$ cat src/rtl/div_issue_ctrl.sv
// div_issue_ctrl: one-at-a-time div/mod sequencer between the EX-stage ALU and
// the signed (sdiv) and unsigned (udiv) pipelined divider IPs.
// Optional build macro DIV_PAIR_CACHE_EN: keeps the last good IP result so a
// div followed by mod on the same operands completes without an IP round trip.
module div_issue_ctrl #(
  parameter int MAX_WAIT = 64,
  parameter int CNT_W    = 7
) (
  input  logic        clk,
  input  logic        resetn,
  input  logic        req_valid,
  output logic        req_ready,
  input  logic [3:0]  req_op,
  input  logic [31:0] req_src1,
  input  logic [31:0] req_src2,
  input  logic        flush,
  output logic        resp_valid,
  input  logic        resp_ready,
  output logic [31:0] resp_result,
  output logic        resp_err,
  output logic        busy,
  output logic [31:0] div_src1,
  output logic [31:0] div_src2,
  output logic        sdiv_dividend_tvalid,
  output logic        sdiv_divisor_tvalid,
  input  logic        sdiv_dividend_tready,
  input  logic        sdiv_divisor_tready,
  input  logic [63:0] sdiv_dout_tdata,
  input  logic        sdiv_dout_tvalid,
  output logic        udiv_dividend_tvalid,
  output logic        udiv_divisor_tvalid,
  input  logic        udiv_dividend_tready,
  input  logic        udiv_divisor_tready,
  input  logic [63:0] udiv_dout_tdata,
  input  logic        udiv_dout_tvalid
);

  typedef enum logic [1:0] {S_IDLE, S_ISSUE, S_WAIT, S_DONE} state_t;

  state_t           state_q, state_d;
  logic [31:0]      src1_q, src1_d, src2_q, src2_d;
  logic [3:0]       op_q, op_d;
  logic             kill_q, kill_d;
  logic             dvd_acc_q, dvd_acc_d, dvs_acc_q, dvs_acc_d;
  logic [CNT_W-1:0] cnt_q, cnt_d;
  logic [31:0]      res_q, res_d;
  logic             err_q, err_d;

  // op bits are {modu, mod, divu, div}: signed = div|mod, quotient = div|divu
  logic req_signed, req_quot, req_onehot, sel_signed, sel_quot;
  assign req_signed = req_op[0] | req_op[2];
  assign req_quot   = req_op[0] | req_op[1];
  assign req_onehot = $onehot(req_op);
  assign sel_signed = op_q[0] | op_q[2];
  assign sel_quot   = op_q[0] | op_q[1];

  // Per-channel issue valids are derived from state so they drop the cycle
  // after each channel's own handshake.
  logic        dvd_tvalid, dvs_tvalid, dvd_tready, dvs_tready;
  logic        dvd_done, dvs_done, sel_dout_tvalid, timeout;
  logic [63:0] sel_dout_tdata;
  logic [31:0] sel_half;
  logic [CNT_W-1:0] cnt_inc;

  assign dvd_tvalid      = (state_q == S_ISSUE) && !dvd_acc_q;
  assign dvs_tvalid      = (state_q == S_ISSUE) && !dvs_acc_q;
  assign dvd_tready      = sel_signed ? sdiv_dividend_tready : udiv_dividend_tready;
  assign dvs_tready      = sel_signed ? sdiv_divisor_tready  : udiv_divisor_tready;
  assign dvd_done        = dvd_acc_q | (dvd_tvalid & dvd_tready);
  assign dvs_done        = dvs_acc_q | (dvs_tvalid & dvs_tready);
  assign sel_dout_tvalid = sel_signed ? sdiv_dout_tvalid : udiv_dout_tvalid;
  assign sel_dout_tdata  = sel_signed ? sdiv_dout_tdata  : udiv_dout_tdata;
  assign sel_half        = sel_quot ? sel_dout_tdata[63:32] : sel_dout_tdata[31:0];
  assign cnt_inc         = cnt_q + 1'b1;
  assign timeout         = (cnt_inc == CNT_W'(MAX_WAIT));

  logic        cache_hit;
  logic [63:0] cache_dout;
`ifdef DIV_PAIR_CACHE_EN
  logic        cache_vld_q, cache_signed_q, cache_wr;
  logic [31:0] cache_src1_q, cache_src2_q;
  logic [63:0] cache_dout_q;

  // only a normal, non-killed WAIT completion refreshes the entry
  assign cache_wr   = (state_q == S_WAIT) && sel_dout_tvalid && !kill_q && !flush;
  assign cache_hit  = cache_vld_q && (cache_src1_q == req_src1) &&
                      (cache_src2_q == req_src2) && (cache_signed_q == req_signed);
  assign cache_dout = cache_dout_q;

  // result cache register
  always_ff @(posedge clk or negedge resetn) begin
    if (!resetn) begin
      cache_vld_q    <= 1'b0;
      cache_signed_q <= 1'b0;
      cache_src1_q   <= '0;
      cache_src2_q   <= '0;
      cache_dout_q   <= '0;
    end else if (cache_wr) begin
      cache_vld_q    <= 1'b1;
      cache_signed_q <= sel_signed;
      cache_src1_q   <= src1_q;
      cache_src2_q   <= src2_q;
      cache_dout_q   <= sel_dout_tdata;
    end
  end
`else
  assign cache_hit  = 1'b0;
  assign cache_dout = '0;
`endif

  // next-state and datapath updates for the request/issue/wait/response FSM
  always_comb begin
    state_d   = state_q;
    src1_d    = src1_q;
    src2_d    = src2_q;
    op_d      = op_q;
    kill_d    = kill_q;
    dvd_acc_d = dvd_acc_q;
    dvs_acc_d = dvs_acc_q;
    cnt_d     = cnt_q;
    res_d     = res_q;
    err_d     = err_q;
    case (state_q)
      S_IDLE: begin
        if (req_valid && !flush) begin
          src1_d    = req_src1;
          src2_d    = req_src2;
          op_d      = req_op;
          kill_d    = 1'b0;
          dvd_acc_d = 1'b0;
          dvs_acc_d = 1'b0;
          if (!req_onehot) begin
            res_d   = '0;
            err_d   = 1'b1;
            state_d = S_DONE;
          end else if (cache_hit) begin
            res_d   = req_quot ? cache_dout[63:32] : cache_dout[31:0];
            err_d   = 1'b0;
            state_d = S_DONE;
          end else begin
            state_d = S_ISSUE;
          end
        end
      end
      S_ISSUE: begin
        dvd_acc_d = dvd_done;
        dvs_acc_d = dvs_done;
        // nothing reached the IP yet: safe to abandon outright
        if (flush && !dvd_done && !dvs_done) begin
          state_d = S_IDLE;
        end else begin
          if (flush) kill_d = 1'b1;
          if (dvd_done && dvs_done) begin
            cnt_d   = '0;
            state_d = S_WAIT;
          end
        end
      end
      S_WAIT: begin
        cnt_d = cnt_inc;
        if (sel_dout_tvalid) begin
          if (kill_q || flush) begin
            state_d = S_IDLE;
          end else begin
            res_d   = sel_half;
            err_d   = 1'b0;
            state_d = S_DONE;
          end
        end else if (timeout) begin
          if (kill_q || flush) begin
            state_d = S_IDLE;
          end else begin
            res_d   = '0;
            err_d   = 1'b1;
            state_d = S_DONE;
          end
        end else if (flush) begin
          kill_d = 1'b1;
        end
      end
      S_DONE: begin
        if (flush || resp_ready) state_d = S_IDLE;
      end
      default: state_d = S_IDLE;
    endcase
  end

  // state and datapath registers
  always_ff @(posedge clk or negedge resetn) begin
    if (!resetn) begin
      state_q   <= S_IDLE;
      src1_q    <= '0;
      src2_q    <= '0;
      op_q      <= '0;
      kill_q    <= 1'b0;
      dvd_acc_q <= 1'b0;
      dvs_acc_q <= 1'b0;
      cnt_q     <= '0;
      res_q     <= '0;
      err_q     <= 1'b0;
    end else begin
      state_q   <= state_d;
      src1_q    <= src1_d;
      src2_q    <= src2_d;
      op_q      <= op_d;
      kill_q    <= kill_d;
      dvd_acc_q <= dvd_acc_d;
      dvs_acc_q <= dvs_acc_d;
      cnt_q     <= cnt_d;
      res_q     <= res_d;
      err_q     <= err_d;
    end
  end

  assign req_ready            = (state_q == S_IDLE);
  assign busy                 = (state_q != S_IDLE);
  assign resp_valid           = (state_q == S_DONE);
  assign resp_result          = res_q;
  assign resp_err             = err_q;
  assign div_src1             = src1_q;
  assign div_src2             = src2_q;
  assign sdiv_dividend_tvalid = dvd_tvalid & sel_signed;
  assign sdiv_divisor_tvalid  = dvs_tvalid & sel_signed;
  assign udiv_dividend_tvalid = dvd_tvalid & ~sel_signed;
  assign udiv_divisor_tvalid  = dvs_tvalid & ~sel_signed;

endmodule

$ cat config.mk
export PLATFORM = sky130hd
export DESIGN_NAME = div_issue_ctrl
export DESIGN_NICKNAME = d
export VERILOG_FILES = /design/src/rtl/div_issue_ctrl.sv
export SDC_FILE = /design/constraint.sdc
export NUM_CORES = 1
export LEC_CHECK = 0
export CORE_ASPECT_RATIO = 1.25
export CORE_UTILIZATION = 33
export CTS_CLUSTER_SIZE = 14
export DETAILED_ROUTE_END_ITERATION = 6
export DONT_BUFFER_PORTS = 1
export GPL_TIMING_DRIVEN = 1
export PLACE_DENSITY = 0.46
export REMOVE_ABC_BUFFERS = 1
export SKIP_LAST_GASP = 1
export SLEW_MARGIN = 20
export SYNTH_ARGS = -nofsm -noshare
export SYNTH_HDL_FRONTEND = slang
export SYNTH_SLANG_ARGS = --single-unit
$ cat constraint.sdc
create_clock -name clk -period 4 [get_ports clk]
set_input_delay 0.6 -clock clk [delete_from_list [all_inputs] [get_ports clk]]
set_output_delay 0.6 -clock clk [all_outputs]
set_load 0.01 [all_outputs]
=== Word level (Yosys, flattened, before mapping) ===
Index checks and enable logic that the tools add are counted.

* Bitwise gates (word level): 11
* Muxes and demuxes: 39
* Equality and inequality tests: 15
* Reduce and logical (&&, ||, !) cells: 25
* $add $sub $neg: 4

{| class="wikitable"
|+ Operator list
! operator !! count
|-
| two-way mux 32 bit || 7
|-
| two-way mux 64 bit || 1
|-
| case mux 32 bit (2 select lines) || 1
|-
| two-way mux 2 bit || 8
|-
| two-way mux 1 bit || 14
|-
| two-way mux 7 bit || 2
|-
| case mux 7 bit (2 select lines) || 1
|-
| inequality test 2 bit, second input constant || 5
|-
| AND reduction 5 bit || 2
|-
| case mux 2 bit (4 select lines) || 1
|-
| nonzero test 2 bit || 4
|-
| adder 7 x 1 -> 7 bit, second input constant || 1
|-
| == test 7 bit, second input constant || 1
|-
| AND 1 bit || 6
|-
| logical AND 1 bit || 6
|-
| inequality test 2 x 1 -> 1 bit, second input constant || 3
|-
| case mux 1 bit (2 select lines) || 3
|-
| zero test 1 bit || 5
|-
| adder 1 x 1 -> 2 bit || 2
|-
| == test 2 bit, second input constant || 2
|-
| OR 1 bit || 4
|-
| AND reduction 2 bit || 2
|-
| AND reduction 4 bit || 1
|-
| adder 2 x 2 -> 3 bit || 1
|-
| 10 further kinds || 11
|}

* Output and inout port bits: 104
* Logic and storage cells: 104
* Register bits after elaboration: 112
* Input port bits: 207

=== Longest topological paths before layout ===
* Word-level depth: 9
* Depth in mapped cells: 10

=== Worst setup path before layout ===
Ideal clock, no wire load.

* Kind: input to register
* Start: input req_op[0]
* End: register res_q[0] (netlist: resp_result[0])
* Path buffers: 1
* Stages on the path: 10
* Setup time: 0.122 ns
* Arrival time: 2.800 ns
* Setup slack: 1.078 ns
* Cells stage by stage: inv_1 > fa_1 > inv_1 > ha_1 > ha_1 > or4b_4 > nand3_1 > a21oi_1 > clkbuf_1 > a32o_1

* Word-level cells in the longest chain between the ends: 5

{| class="wikitable"
|+ Ends and longest elaborated chain
! item !! line !! RTL
|-
| from (decl) || 13 || <nowiki>input logic [3:0] req_op,</nowiki>
|-
| adder 1 x 1 -> 2 bit (not written as such) || 53 || <nowiki>assign req_onehot = $onehot(req_op);</nowiki>
|-
| adder 2 x 2 -> 3 bit (not written as such) || 53 ||
|-
| == test 3 x 1 -> 1 bit || 53 ||
|-
| inequality test 2 bit (no line) || -- ||
|-
| AND reduction 5 bit (no line) || -- ||
|-
| to (signal assigned) || 210 || <nowiki>res_q <= res_d;</nowiki>
|-
| to (decl) || 46 || <nowiki>logic [31:0] res_q, res_d;</nowiki>
|}

Every way passes these cells.
A chain may end at the register's enable or synchronous reset.

=== Final worst setup path ===
* Start: input req_op[0]
* End: register res_q[7] (netlist: resp_result[7])

Same word-level chain as after synthesis.

==> impl_metrics.py <==
metrics = {
    "die": {
        "start_util_pct": 33.8,
        "fp.dieW_um": 119,
        "design.die.area_um2": 17700,
        "row_count": 53,
        "die_y_um": 149,
        "core_um2": 16800,
        "ioPinCount": 311,
    },
    "cts": {
        "cts_resized": 0,
        "clk_pin_slew_ns": 0.08,
        "clock_sinks": 112,
        "cts_buffers": 9,
        "cts-root-buf": "clkbuf_16",
        "cts_tree": "built",
        "cts_max_path_buffers": 2,
        "post_cts_buffers": 0,
        "clk_latency_ns": 0.36,
        "htree_levels": 3,
    },
    "detailed_routing": {
        "drtAntennaViolNets": 0,
        "drt_pass1_iterations": 4,
        "viasPerCell": 5.62,
        "wire_per_inst_um": 21.7,
        "post-route-drc-count": 0,
        "routed_wl_mm": 15.8,
        "drt_iter0_markers": 159,
        "dr_total_vias": 4082,
    },
    "power_and_ir_drop": {
        "cellInternalPower_w": 0.00298,
        "power.share.clock_pct": 17.6,
        "cellPowerDensity_nw_per_um2": 850,
        "switching_power_w": 0.00226,
        "power_frac_comb_pct": 37.5,
        "p_leak_nw": 2.66,
        "p_sw_share_pct": 43.1,
        "seqPwrFrac_pct": 45.0,
        "ir_worst_vdd_mv": 0.259,
    },
    "synth": {
        "yosysMostFrequentCell": "dfrtp_1",
        "synth_area_leaders": "dfrtp_1 (49%), mux2_2 (13%), mux2i_1 (6.2%)",
        "synth_cells": 521,
        "synth_area_um2": 5670,
        "synth_common_cells": "dfrtp_1 (112), nand2_1 (75), mux2_2 (65)",
        "yosysTopAreaCellShare_pct": 49.5,
        "ys_seq_area_share_pct": 49.5,
        "yosysTopAreaCell": "dfrtp_1",
        "synthArstFlopShare_pct": 100,
        "ys_warn_count": 0,
        "synth_area_per_cell_um2": 10.9,
        "ys.flop_type": "dfrtp_1",
        "synth-edff-count": 0,
        "ys_types": 45,
        "ys_ff_latch": 112,
    },
    "timing": {
        "final_max_slew_viol_count": 0,
        "finalClockSkew_ns": 0.00640,
        "fin_crit_sh_pct": 68.6,
        "slew_headroom_pct": 42.8,
        "worst_pin_slew_ns": 0.859,
        "period_needed_ns": 2.74,
        "finalSetupTns_ns": 0,
        "rsz0062_at_grt": "no",
        "setup_viol": 0,
        "fin_ws_ns": 1.26,
        "hold_viol_final": 0,
        "timing.fmax_mhz": 365,
    },
    "placed_design": {
        "numPortBuffers": 0,
        "place_hpwl_mm": 11.2,
        "dp_cells": 708,
        "place_congestion": 0.757,
        "pre_cts_slack_ns": 0.892,
    },
    "worst_setup_path": {
        "timing.rr.end": "resp_result[7]$_DFFE_PN0P_",
        "cp_num_cells": 10,
        "crit_family": "adder cells",
        "r2r_slack_ns": 1.38,
        "cp-start-kind": "input port",
        "endpoint": "resp_result[7]$_DFFE_PN0P_",
        "cp.buffers_inverters": 3,
        "crit_start": "req_op[0]",
        "crit_fanout": 33,
        "worstRegToRegCells": 8,
        "criticalPathCategory": "input port to flop",
        "arrival_ns": 2.99,
        "reg2reg_from": "state_q[0]$_DFFE_PN0P_",
        "crit_slowest_cell": "or4b_4",
        "max_stage_delay_ns": 0.58,
        "crit_chain": "inv_1, fa_1, inv_1, ha_1, ha_1, or4b_4, nand3_1, a21oi_2, buf_4, a32o_1",
        "cp-end-kind": "flop",
        "crit_required_ns": 4.24,
    },
    "global_routing": {
        "grt_pass1_wl_mm": 23.1,
        "antenna_found_initial": 2,
        "track_usage_pct": 17.2,
        "overflow": 0,
        "grt_pass1_vias": 4242,
        "grt_max_degree": 113,
    },
    "cells_and_area": {
        "fin_cells": 726,
        "drive_gt1_share_pct": 20.2,
        "num-nets-final": 715,
        "area.growth.synth_to_final_pct": 8.68,
    },
    "worst_hold_path": {
        "min-delay-path-class": "input port to asynchronous set/reset pin",
    },
    "job": {
        "drv_cap": 0,
    },
    "status": {
        "status": "complete, no violations",
    },
}
## per-layer routing
metal	wire [µm]	global-route usage, %	vias up	part of all wire (%)
met5	13	0	-	0.082
met4	317	7.15	2	2.0
met1	5920	18.5	1973	38
li1	-	-	1841	-
met3	1670	6.33	18	11
met2	7850	30.3	248	50
## power groups by stage
stage	clock, W	combinational [W]	sequential [W]
global placement	0	0.00191	0.00239
floorplan	0	0.00143	0.00231
global route	0.000996	0.00218	0.00243
detailed placement	0	0.00197	0.00237
CTS	0.000964	0.00199	0.00237
finish	0.000919	0.00196	0.00236
## layout by cell type (no fill, tap or decap), drive strengths merged, types with 2 or more instances in the layout
cell	count
nand2b	2
nor4	3
a32o	33
buf	7
o31ai	2
o311ai	2
a21o	2
o21a	2
a31oi	5
or4b	2
o21ai	44
nor2	7
nand3	40
nor3	3
clkinv	3
mux2i	35
a21oi	7
inv	20
a211oi	2
mux2	67
o31a	2
nand2	75
clkbuf	9
dfrtp	112
ha	7
## how the worst min path moves through the flow
stage | from | end | slack [ns] | depth (start not counted)
2_1_floorplan | resetn | cnt_q[0]$_DFFE_PN0P_ | 0.30 | 0
5_1_grt | resetn | resp_result[31]$_DFFE_PN0P_ | 0.23 | 1
3_3_place_gp | resetn | resp_result[5]$_DFFE_PN0P_ | 0.31 | 0
6_report | resetn | resp_result[20]$_DFFE_PN0P_ | 0.17 | 1
4_1_cts | resetn | resp_result[27]$_DFFE_PN0P_ | 0.22 | 1
3_5_place_dp | resetn | resp_result[5]$_DFFE_PN0P_ | 0.31 | 0
## kinds of logic after synthesis
| family | after synthesis | share of synthesized area, % |
|---|---|---|
| compound gates | 104 | 13.2 |
| xor+xnor | 1 | 0.155 |
| fa+ha+maj | 8 | 1.90 |
| mux | 102 | 19.6 |
| buf+inv | 55 | 4.24 |
| flops | 112 | 49.5 |
| simple gates | 139 | 11.5 |
## final cells by class
type                    instances  area, µm²
fillers                      1702      10600
clock inverters                 7       81.3
inverters                      16       60.1
well taps                     220        275
diodes                          1       2.50
clock buffers                   9        225
flip-flops and latches        112       2800
repair buffers                  7       72.6
multi-input cells             354       2640
## worst reg2reg max path: cells and delay by family (launching register included)
family / cells / cell delay, ns
buf+inv: 3 / 0.59
flops: 1 / 0.41
simple gates: 2 / 0.70
compound gates: 2 / 0.33
fa+ha+maj: 1 / 0.48
## registers in the layout (all words and copies together), names as in the netlist
signal       flops
dvs_acc_q        1
resp_result     32
op_q             3
state_q          2
cnt_q            7
dvd_acc_q        1
kill_q           1
div_src1        32
resp_err         1
div_src2        32
## repair_timing
item | in CTS | in global routing
endpoints found under the setup margin | 0 | 0
endpoints found under the hold margin | 112 | 0
hold buffers | 1 | 0
## stage by stage
| step | util, % | hold slack [ns] | total power, W | area (µm²) |
|---|---|---|---|---|
| after detailed placement | 34.7 | 0.308 | 0.00435 | 5820 |
| after global routing | 36.7 | 0.226 | 0.00560 | 6160 |
| final | 36.7 | 0.166 | 0.00524 | 6160 |
| after floorplan | - | 0.304 | 0.00375 | 5490 |
| after CTS | 36.7 | 0.219 | 0.00533 | 6160 |
| after global placement | 34.7 | 0.307 | 0.00429 | 5820 |
(Power assumes the default switching activity.)
